<file path="src/rtl/xor_sched_pkg.sv">
// xor_sched_pkg: shared state type and default sizing for the XOR parity scheduler
package xor_sched_pkg;
   typedef enum logic [1:0] {IDLE, ACCUM, DONE} state_t;
   localparam int NREQ_DEF = 4;
   localparam int DW_DEF = 8;
   localparam int LEN_W_DEF = 4;
   function automatic int id_w(input int n);
      return $clog2(n);
   endfunction
   localparam int ID_W_DEF = id_w(NREQ_DEF);
endpackage

</file>
<file path="src/rtl/xor_rr_arbiter.sv">
// xor_rr_arbiter: combinational round-robin pick starting at ptr and wrapping
module xor_rr_arbiter
   import xor_sched_pkg::*;
#(
   parameter int NREQ = NREQ_DEF,
   localparam int ID_W = id_w(NREQ)
) (
   input  logic [NREQ-1:0] req,
   input  logic [ID_W-1:0] ptr,
   output logic [ID_W-1:0] winner,
   output logic            any_req
);
   logic [ID_W-1:0] idx;
   // scan farthest-first so the requester closest to ptr overwrites last
   always_comb begin
      winner = '0;
      idx = '0;
      for (int i = NREQ - 1; i >= 0; i--) begin
         idx = ID_W'((int'(ptr) + i) % NREQ);
         if (req[idx]) winner = idx;
      end
   end
   assign any_req = |req;
endmodule

</file>
<file path="src/rtl/xor_parity_scheduler.sv">
// xor_parity_scheduler: round-robin sharing of one XOR accumulator, returns burst XOR and parity
module xor_parity_scheduler
   import xor_sched_pkg::*;
#(
   parameter int NREQ = NREQ_DEF,
   parameter int DW = DW_DEF,
   parameter int LEN_W = LEN_W_DEF,
   localparam int ID_W = id_w(NREQ)
) (
   input  logic                  clk,
   input  logic                  rst,
   input  logic [NREQ-1:0]       req,
   input  logic [NREQ*LEN_W-1:0] len,
   output logic [NREQ-1:0]       grant,
   input  logic [DW-1:0]         data_in,
   input  logic                  data_valid,
   output logic                  data_ready,
   output logic                  res_valid,
   output logic [DW-1:0]         res_data,
   output logic                  res_parity,
   output logic [ID_W-1:0]       res_id,
   output logic                  busy
);
   state_t state_q;
   logic [ID_W-1:0] ptr_q, id_q, res_id_q, winner, next_id;
   logic [LEN_W-1:0] cnt_q, win_len;
   logic [DW-1:0] acc_q, acc_d, res_data_q;
   logic [NREQ-1:0] grant_q;
   logic res_valid_q, res_parity_q, any_req;
   logic [LEN_W-1:0] len_a [NREQ];

   for (genvar g = 0; g < NREQ; g++) begin : g_len
      assign len_a[g] = len[g*LEN_W +: LEN_W];
   end

   xor_rr_arbiter #(.NREQ(NREQ)) u_arb (
      .req    (req),
      .ptr    (ptr_q),
      .winner (winner),
      .any_req(any_req)
   );

   assign win_len = len_a[winner];
   assign acc_d = acc_q ^ data_in;
   assign next_id = (id_q == ID_W'(NREQ - 1)) ? '0 : id_q + 1'b1;

   // results are loaded on entry to DONE so res_valid lines up with the DONE cycle
   always_ff @(posedge clk or posedge rst) begin
      if (rst) begin
         state_q <= IDLE;
         ptr_q <= '0;
         id_q <= '0;
         cnt_q <= '0;
         acc_q <= '0;
         grant_q <= '0;
         res_valid_q <= 1'b0;
         res_data_q <= '0;
         res_parity_q <= 1'b0;
         res_id_q <= '0;
      end else begin
         res_valid_q <= 1'b0;
         case (state_q)
            IDLE: if (any_req) begin
               grant_q <= NREQ'(1) << winner;
               cnt_q <= win_len;
               acc_q <= '0;
               id_q <= winner;
               if (win_len == '0) begin
                  state_q <= DONE;
                  res_valid_q <= 1'b1;
                  res_data_q <= '0;
                  res_parity_q <= 1'b0;
                  res_id_q <= winner;
               end else begin
                  state_q <= ACCUM;
               end
            end
            ACCUM: if (!req[id_q]) begin
               state_q <= IDLE;
               grant_q <= '0;
               ptr_q <= next_id;
            end else if (data_valid) begin
               acc_q <= acc_d;
               cnt_q <= cnt_q - 1'b1;
               if (cnt_q == LEN_W'(1)) begin
                  state_q <= DONE;
                  res_valid_q <= 1'b1;
                  res_data_q <= acc_d;
                  res_parity_q <= ^acc_d;
                  res_id_q <= id_q;
               end
            end
            DONE: begin
               grant_q <= '0;
               ptr_q <= next_id;
               state_q <= IDLE;
            end
            default: state_q <= IDLE;
         endcase
      end
   end

   assign grant = grant_q;
   assign data_ready = (state_q == ACCUM);
   assign busy = (state_q != IDLE);
   assign res_valid = res_valid_q;
   assign res_data = res_data_q;
   assign res_parity = res_parity_q;
   assign res_id = res_id_q;
endmodule

</file>
<file path="config.mk">
export PLATFORM = sky130hd
export DESIGN_NAME = xor_parity_scheduler
export DESIGN_NICKNAME = d
export VERILOG_FILES = /design/src/rtl/xor_sched_pkg.sv /design/src/rtl/xor_rr_arbiter.sv /design/src/rtl/xor_parity_scheduler.sv
export SDC_FILE = /design/constraint.sdc
export NUM_CORES = 1
export LEC_CHECK = 0
export ABC_AREA = 1
export BUFFER_PORTS_ARGS = -buffer_cell sky130_fd_sc_hd__buf_2
export CORE_UTILIZATION = 59
export CTS_CLUSTER_DIAMETER = 80
export DETAILED_ROUTE_END_ITERATION = 16
export GPL_ROUTABILITY_DRIVEN = 1
export HOLD_SLACK_MARGIN = 0.15
export PLACE_DENSITY_LB_ADDON = 0.1
export RECOVER_POWER = 50
export SETUP_SLACK_MARGIN = 0.05
export SYNTH_ARGS = -nofsm -noshare
export SYNTH_HDL_FRONTEND = slang
export SYNTH_SLANG_ARGS = --single-unit
</file>
<file path="constraint.sdc">
create_clock -name clk -period 3.45 [get_ports clk]
set_input_delay 0.5175 -clock clk [delete_from_list [all_inputs] [get_ports clk]]
set_output_delay 0.5175 -clock clk [all_outputs]
set_load 0.01 [all_outputs]
</file>
==> results of run 1 <==
## tightest hold or removal path, cell delays in order, from the launching register on
cell and delay (ps):
dfrtp_1 350, nand2_1 50, nand2_1 50
## state kept, by name (all words and copies together) (netlist names)
| register | count |
|---|---|
| acc_q | 8 |
| cnt_q | 4 |
| grant | 4 |
| id_q | 2 |
| ptr_q | 2 |
| res_data | 8 |
| res_id | 2 |
| res_parity | 1 |
| res_valid | 1 |
| state_q | 2 |
## cell families after synthesis
family / count (synthesis) / share of synthesized area
and+or+nand+nor: 167 / 0.3569
AOI/OAI and AO/OA: 37 / 0.09653
DFF: 34 / 0.3816
buffers and inverters: 33 / 0.06453
xor gates and xnor gates: 17 / 0.06678
adders and majority gates: 6 / 0.03367
## final timing paths
| kind | endpoint | slack (ps) | depth (start not counted) |
|---|---|---|---|
| min in group asynchronous | res_data[7] | 840 | 3 |
| hold / removal | res_data[1] | 480 | 2 |
| hold reg to reg | res_data[1] | 480 | 2 |
| setup reg to reg | res_data[3] | 540 | 14 |
| max in group asynchronous | acc_q[5] | 1570 | 3 |
| setup / recovery | res_data[3] | 540 | 14 |
## area by class of cell
type / instances / area [µm²] / share of cell area
clock inverters: 3 / 45.04 / 0.01738
well taps: 46 / 57.56 / 0.02221
clock buffers: 5 / 68.82 / 0.02656
repair buffers: 50 / 240.2 / 0.09271
inverters: 25 / 93.84 / 0.03621
multi-input cells: 227 / 1235 / 0.4766
flip-flops and latches: 34 / 850.8 / 0.3283
## routing by layer
| metal | track usage | wire, µm | up-vias |
|---|---|---|---|
| li1 | - | - | 1049 |
| met1 | 0.3484 | 2290 | 938 |
| met2 | 0.4335 | 2249 | 57 |
| met3 | 0.07971 | 241 | 10 |
| met4 | 0.08523 | 57 | 0 |
| met5 | 0 | 0 | - |
## power by group through the flow
stage	clock network (mW)	registers (mW)	logic [mW]
2_1_floorplan	0	0.656	1.49
4_1_cts	0.374	0.663	1.84
3_5_place_dp	0	0.670	1.82
6_report	0.366	0.664	1.83
5_1_grt	0.392	0.684	2.07
3_3_place_gp	0	0.664	1.77
## cells in the final DEF, fill, tap and decap left out, types with 2 or more instances in the layout
| master | synthesis | routed |
|---|---|---|
| clkinvlp_4 | 0 | 2 |
| nand2_4 | 3 | 3 |
| nand3_2 | 2 | 2 |
| ha_1 | 6 | 6 |
| o21ai_0 | 18 | 18 |
| a21oi_1 | 6 | 6 |
| inv_2 | 7 | 7 |
| nand2_2 | 10 | 10 |
| o31ai_1 | 5 | 5 |
| dfrtp_1 | 34 | 34 |
| o21ai_2 | 2 | 2 |
| nand3_4 | 2 | 2 |
| nor2_4 | 2 | 2 |
| nor2_1 | 16 | 16 |
| nand2_1 | 95 | 95 |
| buf_2 | 1 | 39 |
| clkbuf_8 | 0 | 5 |
| clkbuf_1 | 4 | 10 |
| xor2_1 | 3 | 3 |
| xnor2_1 | 14 | 14 |
| nand3_1 | 32 | 32 |
| inv_1 | 18 | 18 |
==> flow_metrics.tcl, run 1 <==
set metrics [dict create \
    synth.area.top_cells "dfrtp_1 (38%), nand2_1 (16%), nand3_1 (7.2%)" \
    crit_type "reg -> reg" \
    rows 21 \
    synth_seq_area_share 0.3816 \
    start_util 0.6429 \
    portBuffers 48 \
    io_pins 49 \
    rsz0062_at_grt "false" \
    synth_ff_type "dfrtp_1" \
    start_kind "register" \
    ys_top_cells_by_count "nand2_1 (95), dfrtp_1 (34), nand3_1 (32)" \
    min_from "res_data[1]" \
    clock_path_buffers 2 \
    fin_skew_ps 3.755 \
    netlist_instances 294 \
    clkLatencyLatePin_ps 290 \
    grtUsageTotal 0.2704 \
    yosys_warnings 0 \
    synth-edff-count 0 \
    ys_seq_elements 34 \
    ctsHoldBuffers 0 \
    combPwrFrac 0.640 \
    crit_start "state_q[1]" \
    max_slew.worst_pin.slew_ps 1788 \
    grt_pass1_wl_mm 8.376 \
    cts_setup_buffers 0 \
    ctsResizeCount 0 \
    cp_max_fo 15 \
    utilization 0.7471 \
    slew_viol_final 35 \
    dpl_cell_area_um2 2492 \
    hp-class "reg -> reg" \
    routabilityCongestion 0.9200 \
    cts_tree "built" \
    die-area_um2 4029 \
    antenna_cells 0 \
    drive_above_1_share 0.2297 \
    cts_inserted_buffers 5 \
    dr.first_iter.drc_count 146 \
    antenna_found_initial 0 \
    max-cap-violations 1 \
    swShare 0.5155 \
    grt_overflow 0 \
    setup_viol 0 \
    drt_first_pass_iters 4 \
    antenna_left 0 \
    internal_power_mw 1.388 \
    die_y_um 63.48 \
    hold_viol 0 \
    fin_ws_ps 542.0 \
    critical_path_buf_inv_count 6 \
    p_clk_frac 0.128 \
    cp_common_cell "inv_1" \
    power.total_mw 2.864 \
    crit_family "buffers and inverters" \
    p_switching_mw 1.476 \
    relSlewSlack -0.1920 \
    finalCriticalPeriod_ps 2908 \
    wire_per_inst_um 12.41 \
    end_kind "register" \
    final_cell_area_um2 2591 \
    period_share 0.8429 \
    grt_max_degree 35 \
    vias_per_cell 5.267 \
    timing.rr.start "state_q[1]" \
    yosysMostFrequentCell "nand2_1" \
    synth_cell_types 33 \
    p_seq_frac 0.232 \
    status "finished, violations left" \
    clk_pin_slew_ps 70 \
    root_buffer "clkbuf_8" \
    powerDensity_nw_per_um2 1105 \
    fill_cells 306 \
    fin_cells 390 \
    p_leak_nw 1.373 \
    yosysTopAreaCell "dfrtp_1" \
    async_reset_ff_frac 1.000 \
    critPathMaxStageDelay_ps 380 \
    cp_cell_sequence "inv_1 -> ha_1 -> inv_1 -> nor2_1 -> inv_2 -> o21ai_0 -> inv_1 -> nor2_2 -> inv_2 -> a21oi_1 -> buf_4 -> nand2_2 -> nand2_1 -> nand2_1" \
    crit_slowest_cell "dfrtp_1" \
    place.detailed.hpwl_mm 3.711 \
    die_width_um 63.48 \
    area_growth_pct 16.22 \
    cts_htree_levels 2 \
    dp_cells 382 \
    grt_pass1_vias 1904 \
    avgSynthCellArea_um2 7.584 \
    wirelength_mm 4.838 \
    nets 380 \
    synth_nets 331 \
    cp.required_ps 3630 \
    fmax_ghz 0.3439 \
    cp.arrival_ps 3090 \
    vdd_drop_max_uv 902.9 \
    cts_sinks 34 \
    violations "max-capacitance violations, max-slew violations" \
    pre_cts_ws_ps 575.5 \
    route.detailed.drc 0 \
    holdWs_ps 477.1 \
    core_um2 3468 \
    vias 2054 \
    fin_tns_setup_ps 0 \
    synth_top_area_share 0.3816 \
    netlist_area_um2 2230 \
]
No activity file was read; power rests on OpenSTA's default activity.
==> inputs of run 2 (changes only) <==
Settings changed: CORE_UTILIZATION 59 to 49.
Clock period 3.45 ns to 2.6 ns, I/O delays scaled along.
==> flow_metrics.tcl, run 2 (synthesis results as in run 1) <==
set metrics [dict create \
    setup_viol 0 \
    grt_pass1_vias 1822 \
    ctsHoldBuffers 0 \
    seqCellArea_um2 852.1 \
    cp_max_fo 13 \
    fin_ws_ps 317.8 \
    cts_tree "built" \
    rows 24 \
    clock_path_buffers 2 \
    fin_skew_ps 7.057 \
    dr.first_iter.drc_count 126 \
    start_util 0.5121 \
    status "finished, violations left" \
    grt_overflow 0 \
    combPwrFrac 0.629 \
    route.detailed.drc 0 \
    antenna_cells 0 \
    crit_family "simple AND/OR/NAND/NOR gates" \
    cp_common_cell "nand2_1" \
    clk_pin_slew_ps 80 \
    fill_cells 399 \
    multi_input_area_um2 1245 \
    p_seq_frac 0.221 \
    drt_first_pass_iters 4 \
    final_common_cell "nand2_1" \
    internal_power_mw 1.997 \
    pre_cts_ws_ps 109.3 \
    clkLatencyLatePin_ps 290 \
    slew_viol_final 35 \
    path_depth 17 \
    nets 384 \
    routabilityCongestion 0.8335 \
    start_kind "register" \
    swShare 0.4948 \
    final_cell_mix "nand2_1 (95), buf_2 (39), dfrtp_1 (33)" \
    rsz0062_at_grt "false" \
    period_share 0.8778 \
    end_kind "register" \
    critical_path_buf_inv_count 1 \
    cp.arrival_ps 2470 \
    crit_slowest_cell "dfrtp_2" \
    fin_tns_setup_ps 0 \
    drive_above_1_share 0.2414 \
    area_growth_pct 19.58 \
    antenna_left 0 \
    hold_viol 0 \
    max_slew.worst_pin.slew_ps 1839 \
    root_buffer "clkbuf_8" \
    p_leak_nw 1.418 \
    critPathMaxStageDelay_ps 490 \
    core_um2 4354 \
    vias_per_cell 5.008 \
    wire_per_inst_um 12.05 \
    portBuffers 48 \
    cp.required_ps 2790 \
    powerDensity_nw_per_um2 1482 \
    place.detailed.hpwl_mm 3.728 \
    violations "max-capacitance violations, max-slew violations" \
    p_clk_frac 0.150 \
    fmax_ghz 0.4382 \
    die_y_um 69.46 \
    hp-class "in -> reg" \
    whs_path_depth 3 \
    die-area_um2 4824 \
    io_pins 49 \
    max-cap-violations 1 \
    relSlewSlack -0.2259 \
    vdd_drop_max_uv 740.9 \
    cts_inserted_buffers 5 \
    grtUsageTotal 0.2151 \
    rr_worst_depth 17 \
    cp_cell_sequence "buf_4 -> o21ai_2 -> nand2_2 -> nand3_4 -> nand2_4 -> nand2_8 -> nand2_4 -> nand2_1 -> nand2_1 -> nand2_1 -> nand2_2 -> nor2_4 -> nand2_2 -> nand2_4 -> nand2_4 -> nand2_1 -> nand2_1" \
    finalCriticalPeriod_ps 2282 \
    p_switching_mw 1.956 \
    cts_sinks 34 \
    grt_max_degree 35 \
    cts_htree_levels 2 \
    die_width_um 69.46 \
    vias 2003 \
    antenna_found_initial 0 \
    grt_pass1_wl_mm 8.328 \
    crit_type "reg -> reg" \
    wirelength_mm 4.821 \
]
[run 2: path summary, 6_finish.rpt]
kind	slack, ps	startpoint	end
setup / recovery	320	ptr_q[0]	res_data[4]
hold / removal	370	data_valid	res_valid
setup reg to reg	320	ptr_q[0]	res_data[4]
hold reg to reg	470	res_data[0]	res_data[0]
max in group asynchronous	670	rst	ptr_q[0]
min in group asynchronous	730	rst	res_data[1]
[run 2: area by class of cell]
class                           instances  area share
Sequential cell                        34      0.3196
Clock buffer                            5     0.02581
Inverter                               25     0.03613
Multi-Input combinational cell        227      0.4669
Tap cell                               52     0.02440
Clock inverter                          3     0.02581
Timing Repair Buffer                   54      0.1014
[run 2: metrics by stage]
stage	power, mW	util	hold WS (ps)	instances	cell area (µm²)
after floorplan	2.849	-	453.0	294	2230
after global placement	3.340	0.5810	454.0	392	2530
after detailed placement	3.349	0.5810	453.3	392	2530
after CTS	3.959	0.6126	186.1	400	2668
after global routing	4.336	0.6124	393.9	400	2666
final	3.952	0.6124	374.1	400	2666
[run 2: repair_timing]
action	in CTS	in global routing
resized for setup	0	4
setup buffers	0	0
setup endpoints to repair	0	11
[run 2: worst register-to-register path, cell delays in order (launching register included)]
cell and delay, ps:
dfrtp_2 490, buf_4 180, o21ai_2 190, nand2_2 100, nand3_4 130, nand2_4 90
nand2_8 90, nand2_4 80, nand2_1 70, nand2_1 50, nand2_1 70, nand2_2 70
nor2_4 90, nand2_2 80, nand2_4 140, nand2_4 110, nand2_1 100, nand2_1 50
[run 2: power by group through the flow]
stage	combinational, mW	sequential [mW]	clock (mW)
floorplan	1.98	0.871	0
global placement	2.46	0.876	0
detailed placement	2.47	0.878	0
CTS	2.48	0.869	0.605
global route	2.82	0.899	0.617
finish	2.48	0.875	0.593
[run 2: per-layer routing]
| layer | wire (µm) | global-route usage | share of wire |
|---|---|---|---|
| met2 | 2229 | 0.3279 | 0.46 |
| met3 | 156 | 0.04070 | 0.032 |
| met4 | 59 | 0.06122 | 0.012 |
| met1 | 2374 | 0.3122 | 0.49 |
| met5 | 0 | 0 | 0 |
